[src/rtl/cpu_reg_file_sb_if.sv]
// Decode/writeback bus of the scoreboarded register file: read ports, write port and
// pending-write marks. Decode and writeback use the master modport; the register file uses slave.
interface cpu_reg_file_sb_if #(
  parameter int XLEN       = 32,
  parameter int READ_PORTS = 2
);
  logic                         ready;
  logic [5*READ_PORTS-1:0]      addr_rd;
  logic [XLEN*READ_PORTS-1:0]   data_rd;
  logic [READ_PORTS-1:0]        busy_rd;
  logic                         wr;
  logic [4:0]                   addr_wr;
  logic [XLEN-1:0]              data_wr;
  logic                         mark;
  logic [4:0]                   addr_mark;

  modport master (
    input  ready, data_rd, busy_rd,
    output addr_rd, wr, addr_wr, data_wr, mark, addr_mark
  );

  modport slave (
    output ready, data_rd, busy_rd,
    input  addr_rd, wr, addr_wr, data_wr, mark, addr_mark
  );
endinterface

[src/rtl/cpu_reg_file_sb.sv]
// Register file with post-reset hardware clear, per-register pending-write scoreboard and
// combinational read ports. Define CPU_REG_FILE_BYPASS_EN for same-cycle write-to-read bypass.
module cpu_reg_file_sb #(
  parameter int XLEN           = 32,
  parameter bit MORE_REGISTERS = 1'b1,
  parameter int READ_PORTS     = 2
) (
  input  logic              clk,
  input  logic              rst,
  cpu_reg_file_sb_if.slave  bus
);

  localparam int REG_COUNT = MORE_REGISTERS ? 32 : 16;
  localparam int IDX_W     = MORE_REGISTERS ? 5 : 4;

  typedef enum logic {S_CLEAR, S_RUN} state_t;

  state_t                 state_q, state_d;
  logic [4:0]             ptr_q, ptr_d;
  logic                   clr_we;
  logic [XLEN-1:0]        regs [REG_COUNT];
  logic [REG_COUNT-1:0]   pending_q;
  logic                   run;
  logic                   wr_ok;
  logic                   mark_ok;

  // x0 is hardwired zero; addresses beyond the configured count do not exist.
  function automatic logic addr_valid(input logic [4:0] a);
    return (a != 5'd0) && (int'(a) < REG_COUNT);
  endfunction

  function automatic logic [IDX_W-1:0] to_idx(input logic [4:0] a);
    return a[IDX_W-1:0];
  endfunction

  assign run     = (state_q == S_RUN);
  assign wr_ok   = run && bus.wr   && addr_valid(bus.addr_wr);
  assign mark_ok = run && bus.mark && addr_valid(bus.addr_mark);
  assign bus.ready = run;

  always_ff @(posedge clk) begin
    if (rst) begin
      state_q <= S_CLEAR;
      ptr_q   <= 5'd1;
    end else begin
      state_q <= state_d;
      ptr_q   <= ptr_d;
    end
  end

  always_comb begin
    state_d = state_q;
    ptr_d   = ptr_q;
    clr_we  = 1'b0;
    case (state_q)
      S_CLEAR: begin
        clr_we = 1'b1;
        if (int'(ptr_q) == REG_COUNT - 1) state_d = S_RUN;
        else                              ptr_d   = ptr_q + 5'd1;
      end
      S_RUN: begin
        state_d = S_RUN;
      end
      default: begin
        state_d = S_CLEAR;
        ptr_d   = 5'd1;
      end
    endcase
  end

  // Storage has no reset; the clear walk zeroes x1..x(N-1) one per cycle.
  always_ff @(posedge clk) begin
    if (clr_we)     regs[to_idx(ptr_q)]       <= '0;
    else if (wr_ok) regs[to_idx(bus.addr_wr)] <= bus.data_wr;
  end

  // Mark is applied after the write so a same-edge write+mark leaves the bit set.
  always_ff @(posedge clk) begin
    if (rst) begin
      pending_q <= '0;
    end else begin
      if (wr_ok)   pending_q[to_idx(bus.addr_wr)]   <= 1'b0;
      if (mark_ok) pending_q[to_idx(bus.addr_mark)] <= 1'b1;
    end
  end

  always_comb begin
    bus.data_rd = '0;
    bus.busy_rd = '0;
    for (int i = 0; i < READ_PORTS; i++) begin
      if (run && addr_valid(bus.addr_rd[5*i +: 5])) begin
        bus.data_rd[XLEN*i +: XLEN] = regs[to_idx(bus.addr_rd[5*i +: 5])];
        bus.busy_rd[i]              = pending_q[to_idx(bus.addr_rd[5*i +: 5])];
`ifdef CPU_REG_FILE_BYPASS_EN
        if (wr_ok && (bus.addr_rd[5*i +: 5] == bus.addr_wr)) begin
          bus.data_rd[XLEN*i +: XLEN] = bus.data_wr;
          bus.busy_rd[i]              = mark_ok && (bus.addr_mark == bus.addr_wr);
        end
`endif
      end
    end
  end

endmodule

[src/flat_wrapper.sv]
// flat-port wrapper written by rule: the top's interface ports become plain ports
module cpu_reg_file_sb_flat 
#(
  parameter int XLEN           = 32,
  parameter bit MORE_REGISTERS = 1'b1,
  parameter int READ_PORTS     = 2
)
  (clk, rst, bus_ready, bus_data_rd, bus_busy_rd, bus_addr_rd, bus_wr, bus_addr_wr, bus_data_wr, bus_mark, bus_addr_mark);
  cpu_reg_file_sb_if #(.XLEN(XLEN), .READ_PORTS(READ_PORTS)) bus_i ();
  input  logic clk;
  input  logic rst;
  output wire logic [$bits(bus_i.ready)-1:0] bus_ready;
  output wire logic [$bits(bus_i.data_rd)-1:0] bus_data_rd;
  output wire logic [$bits(bus_i.busy_rd)-1:0] bus_busy_rd;
  input wire logic [$bits(bus_i.addr_rd)-1:0] bus_addr_rd;
  input wire logic [$bits(bus_i.wr)-1:0] bus_wr;
  input wire logic [$bits(bus_i.addr_wr)-1:0] bus_addr_wr;
  input wire logic [$bits(bus_i.data_wr)-1:0] bus_data_wr;
  input wire logic [$bits(bus_i.mark)-1:0] bus_mark;
  input wire logic [$bits(bus_i.addr_mark)-1:0] bus_addr_mark;
  assign bus_ready = bus_i.ready;
  assign bus_data_rd = bus_i.data_rd;
  assign bus_busy_rd = bus_i.busy_rd;
  assign bus_i.addr_rd = bus_addr_rd;
  assign bus_i.wr = bus_wr;
  assign bus_i.addr_wr = bus_addr_wr;
  assign bus_i.data_wr = bus_data_wr;
  assign bus_i.mark = bus_mark;
  assign bus_i.addr_mark = bus_addr_mark;
  cpu_reg_file_sb #(.XLEN(XLEN), .MORE_REGISTERS(MORE_REGISTERS), .READ_PORTS(READ_PORTS)) u_core (.clk(clk), .rst(rst), .bus(bus_i));
endmodule
[config.mk]
export PLATFORM = sky130hd
export DESIGN_NAME = cpu_reg_file_sb_flat
export DESIGN_NICKNAME = d
export VERILOG_FILES = /design/src/rtl/cpu_reg_file_sb_if.sv /design/src/rtl/cpu_reg_file_sb.sv /design/src/flat_wrapper.sv
export SDC_FILE = /design/constraint.sdc
export NUM_CORES = 1
export LEC_CHECK = 0
export ABC_AREA = 1
export CORE_MARGIN = 5
export CORE_UTILIZATION = 30
export CTS_CLUSTER_SIZE = 28
export DETAILED_ROUTE_END_ITERATION = 6
export GPL_TIMING_DRIVEN = 1
export PLACE_DENSITY = 0.56
export RECOVER_POWER = 50
export SLEW_MARGIN = 0
export SYNTH_ARGS = -nofsm -noshare
export SYNTH_HDL_FRONTEND = slang
export SYNTH_SLANG_ARGS = --single-unit
[constraint.sdc]
create_clock -name clk -period 7.65 [get_ports clk]
set_clock_uncertainty 0.05 [all_clocks]
set_input_delay 2.295 -clock clk [delete_from_list [all_inputs] [get_ports clk]]
set_output_delay 2.295 -clock clk [all_outputs]
set_load 0.02 [all_outputs]
* Yosys cells after proc, flatten, opt, wreduce, memory -nomap -nowiden *
Memory sizes are Yosys's and may differ from the RTL's.
Index checks and enable logic that the tools add are counted.

word-level totals
  word-level logic and storage cells = 55
  input port bits = 56
  register bits = 38
  bits in writable memories = 1024
  ROM bits = 0
  memories = 1
  latch bits = 0
  output and inout port bits = 67

cells by class
  equal/unequal tests = 1
  div/mod/pow operators = 0
  shift-type cells = 0
  multiply operators = 0
  mux-type cells = 24
  order comparisons = 6
  bitwise logic cells = 5
  add/sub/neg operators = 1
  reductions and logical operators = 14

memory list
  name         depth  bits a word  read ports  clocked after memory_dff  wr ports  line                   source
  u_core.regs  32     32           2           0                         1         cpu_reg_file_sb.sv:21  logic [XLEN-1:0] regs [REG_COUNT];

operator list
  cell                   count
  $mux W32               6
  $and A32 B32 Y32       1
  $not A32 Y32           1
  $or A32 B32 Y32        1
  $reduce_or A32 Y1      1
  $lt A5 B6 Y1 const B   4
  $reduce_bool A5 Y1     4
  $mux W1                12
  $bmux W1 S5            2
  $demux W1 S5           2
  $ge A5 B1 Y1 const B   2
  $logic_and A1 B1 Y1    8
  $add A5 B1 Y5 const B  1
  $eq A5 B1 Y1 const B   1
  $mux W5                1
  $not A1 Y1             2
  $pmux W1 S2            1
  $reduce_and A2 Y1      1

* Logic depth before layout (Yosys ltp) *
  depth in word-level cells = 10
  gate-level depth with buffers = 12
  depth with buffers taken out = 9

* Worst setup path after synthesis *
Ideal clock, no wire load.

  kind = input -> output
  start point = input port bus_addr_rd[5]
  end point = output port bus_data_rd[50]
  data arrival time = 3558 ps
  path slack = 1747 ps
  required time = 5305 ps
  cell stages on the path = 10
  buffers on the path = 3
  path through = buf_4 > inv_2 > buf_2 > buf_2 > nand2_1 > nand3_1 > nand3_1 > nand3_1 > nand3_1 > a21oi_1

between the ends
  word-level cells in the longest chain between the ends = 3
  elaborated cells between the ends (all ways) = 4
  those cells by class = 1 x mux; 2 x reduce/logical; 1 x memory

RTL lines
  what                                                     line                   source
  start: declaration                                       flat_wrapper.sv:15     input wire logic [$bits(bus_i.addr_rd)-1:0] bus_addr_rd;
  branches (longest 2 deep; another with $mem_v2 Z32 W32)  --
  $mux W32 (*)                                             cpu_reg_file_sb.sv:91  if (run && addr_valid(bus.addr_rd[5*i +: 5])) begin
  end: declaration                                         flat_wrapper.sv:13     output wire logic [$bits(bus_i.data_rd)-1:0] bus_data_rd;

Every way passes the cells marked *.

* Worst setup path in the final report *
  start point = input port bus_addr_wr[3]
  end point = memory u_core.regs[19][10], enable pin

between the ends
  word-level cells in the longest chain between the ends = 7
  elaborated cells between the ends (all ways) = 8
  those cells by class = 5 x mux; 3 x reduce/logical

RTL lines
  what                                          line                   source
  start: declaration                            flat_wrapper.sv:17     input wire logic [$bits(bus_i.addr_wr)-1:0] bus_addr_wr;
  $reduce_bool A5 Y1                            cpu_reg_file_sb.sv:29  return (a != 5'd0) && (int'(a) < REG_COUNT);
  $logic_and A1 B1 Y1                           cpu_reg_file_sb.sv:37  assign wr_ok = run && bus.wr && addr_valid(bus.addr_wr);
  $mux W1                                       cpu_reg_file_sb.sv:74  else if (wr_ok) regs[to_idx(bus.addr_wr)] <= bus.data_wr;
  $mux W1                                       cpu_reg_file_sb.sv:73  if (clr_we) regs[to_idx(ptr_q)] <= '0;
  $mux W1 (not written as such)                 cpu_reg_file_sb.sv:74
  $reduce_or A32 Y1 (no line)                   --
  $mux W5 (no line) or $mux W1 (tied branches)  --
  end: declaration                              cpu_reg_file_sb.sv:21

Several ways; a longest one is shown, not always the timed one.

==> results by group <==
STA
  • Slew @ Worst Pin: 2030 ps
  • RSZ-0062 raised after global routing: false
  • Final setup fails: 0
  • Min Tclk post-route: 7193 ps
  • Rel. slew slack: -35.81%
  • Final Hold Fails: 0
  • Slew Limit Fails: 599
  • F_max: 139.0 MHz
  • Fin crit share: 94.03%
  • Setup TNS: 0 ps

Min path
  • Hold path start: u_core.pending_q[0]$_SDFF_PP0_
  • Hold/Removal Path Class: flip-flop to flip-flop

Global routing
  • Vias in the first global route: 44900
  • Largest net degree at the start of global routing: 104
  • Gr usage total: 21.81%
  • Global-route wire length before repair: 305100 um
  • Antenna violations before repair: 2
  • Gr ovfl total: 0

Critical path
  • CP arrival: 7470 ps
  • Type of element launching the critical path: input port
  • Crit path required time: 7920 ps
  • Worst r2r src: u_core.bus.ready$_SDFF_PP0_
  • CP max-delay cell: nand2_1
  • Buffer and inverter count on the worst path: 2
  • Kind of cell adding the most delay to the critical path: simple AND/OR/NAND/NOR gates
  • CP startpoint: bus_addr_wr[3]
  • Cell repeated most along the worst path: nand2_1
  • Reg-to-reg setup timing slack: 2100 ps
  • Worst-path fanout max: 34
  • Crit end category: flip-flop
  • Crit path kind: input port to flip-flop
  • Crit path cell chain: dlygate4sd3_1 -> nor3_1 -> nand2_2 -> nand2_1 -> nand2_1 -> o21ai_0 -> nand3_1 -> nor2_4 -> clkbuf_1
  • Max stage delay on crit path: 1320 ps

Die
  • Full die area: 188300 um2
  • Site Rows: 155
  • Die Y: 434.0 um
  • IO Pins: 123
  • Die width: 434.0 um
  • Initial core utilization: 30.19%
  • Core ar.: 178600 um2

CTS
  • CTS tree: yes
  • CTS Hold Bufs: 0
  • Clk buf depth: 3
  • CTS buffer count: 117
  • Clock slew at reported path FFs: 60 ps
  • Postcts setup bufs: 0
  • # H-tree levels: 3
  • Post-CTS Resized: 0
  • Root Buffer: clkbuf_16
  • Skew-Pair Late Insertion Delay: 750 ps
  • Clk sinks: 1062

Yosys
  • Distinct cells, synth: 31
  • Syn nets: 6351
  • Avg Cell Area, Syn: 8.570 um2
  • Gate Count Post-Synth: 6293
  • Post-Syn Area: 53930 um2
  • Ys Warns: 0
  • Seq/Total Area, Yosys: 58.43%
  • Yosys reg bits: 1062

Cells and area
  • FILL cells: 17940
  • Area occupied by multi-input gates: 20030 um2
  • Layout Nets: 6382
  • Area Overhead vs Synth: 15.29%
  • Layout cells sized above 1: 7.768%
  • Final cell count without fillers: 8780
  • Sequential cell area: 31510 um2

Place
  • Cells after DPL: 8560
  • GPL Wtd Cong: 0.8455
  • Number of port buffers: 122
  • Dpl hpwl: 120600 um

Pwr
  • Worst VDD drop: 208.9 uV
  • Lkg Pwr: 0.02448 uW
  • Sw frac: 26.21%
  • Pwr Density: 217.4 nW/um2
  • Net Sw Power: 3542 uW
  • Reg power frac: 47.7%
  • Clk pwr share: 41.8%
  • Int Pwr: 9973 uW
  • Combinational share of power: 10.6%

Job
  • Max_cap viols: 19

Detailed routing
  • ANT nets after route: 0
  • Initial DRC count: 6438
  • Drt wl/cell: 24.12 um
  • Via count: 47620
  • DRC errors left: 2
  • Vias per cell: 5.423
  • DRT Wirelength: 211800 um
  • DRT Pass-1 Iters: 7

Status
  • Failing checks: DRC, capacitance limit, slew limit
  • Status: finished, violations left
-- power by group through the flow --
stage                     registers [uW]  logic (uW)  clock network, uW
after floorplan                     6550         861                  0
after global routing                6450        1540               5980
after CTS                           6440        1410               5730
final                               6440        1430               5650
after global placement              6560        1400                  0
after detailed placement            6560        1400                  0
-- metrics by stage --
stage	worst slack, ps	hold WS [ps]	total power, uW	cell area, um2	util, %
6_report	457.0	402.4	13510	62170	34.81
5_1_grt	260.7	427.9	13960	62170	34.81
4_1_cts	494.0	400.6	13570	62390	34.93
3_5_place_dp	495.4	389.9	7964	58610	32.81
3_3_place_gp	458.5	390.3	7954	58610	32.81
2_1_floorplan	1747	366.3	7416	53930	-
-- final cells by class --
class	instances	area share [%]
multi-input combinational	4679	32.21
clock inverter	69	1.115
tap	2355	4.739
antenna	1	0.004025
sequential	1062	50.68
timing repair buffer	348	5.524
clock buffer	150	4.977
inverter	116	0.7506
-- flip-flops by register name, summed over array words and instances, names as in the netlist --
name and cells:
u_core.regs 1024, u_core.ptr_q 5, u_core.pending_q 32, u_core.bus.ready 1
-- tightest hold or removal path: stages, from the launching register on --
cell and delay, ps:
dfxtp_1 330, inv_1 60, nor2_1 30
-- cell families after synthesis --
| family | synth area share [%] |
|---|---|
| AOI/OAI and AO/OA | 4.731 |
| xor gates and xnor gates | 0.01624 |
| DFF | 58.43 |
| buffers and inverters | 4.791 |
| and+or+nand+nor | 31.99 |
| adders and majority gates | 0.04639 |
-- layer usage --
layer	track usage, %	routed length, um	up-vias
met1	28.12	81720	22920
met3	3.590	20830	555
li1	-	-	21270
met5	0	0	-
met4	10.64	11100	0
met2	35.70	98100	2873
-- synth_stat cells, drive strengths merged --
cell type | instances | area, um2
nand2 | 2879 | 10850
nand3 | 1132 | 5685
edfxtp | 1024 | 30750
a21oi | 365 | 1827
buf | 342 | 1794
nor2 | 155 | 634.4
o21ai | 129 | 694.4
inv | 112 | 420.4
clkbuf | 94 | 352.8
dfxtp | 38 | 760.7
nor3 | 8 | 51.30
clkinv | 4 | 16.26
nand4 | 4 | 25.02
o31ai | 3 | 22.52
ha | 2 | 25.02
o21bai | 1 | 7.510
xnor2 | 1 | 8.760
-- placed cells by master (no fill, tap or decap), types with 38 or more instances in the layout --
master and count:
nor2_1 118, clkbuf_1 56, nand2_1 2863, buf_12 58, inv_1 102, edfxtp_1 1024, dfxtp_1 38, buf_4 187
o21ai_0 103, clkdlybuf4s50_1 65, nand3_1 1129, a21oi_1 365, clkbuf_16 119
-- final timing paths --
kind / to / cells after the start
worst min-delay path: u_core.pending_q[0]$_SDFF_PP0_ / 2
worst max-delay path: u_core.regs[19][10]$_DFFE_PP_ / 9
worst max register to register: u_core.regs[19][10]$_DFFE_PP_ / 7
worst min register to register: u_core.pending_q[0]$_SDFF_PP0_ / 2
Note: power is estimated with default switching activity, not from simulation.
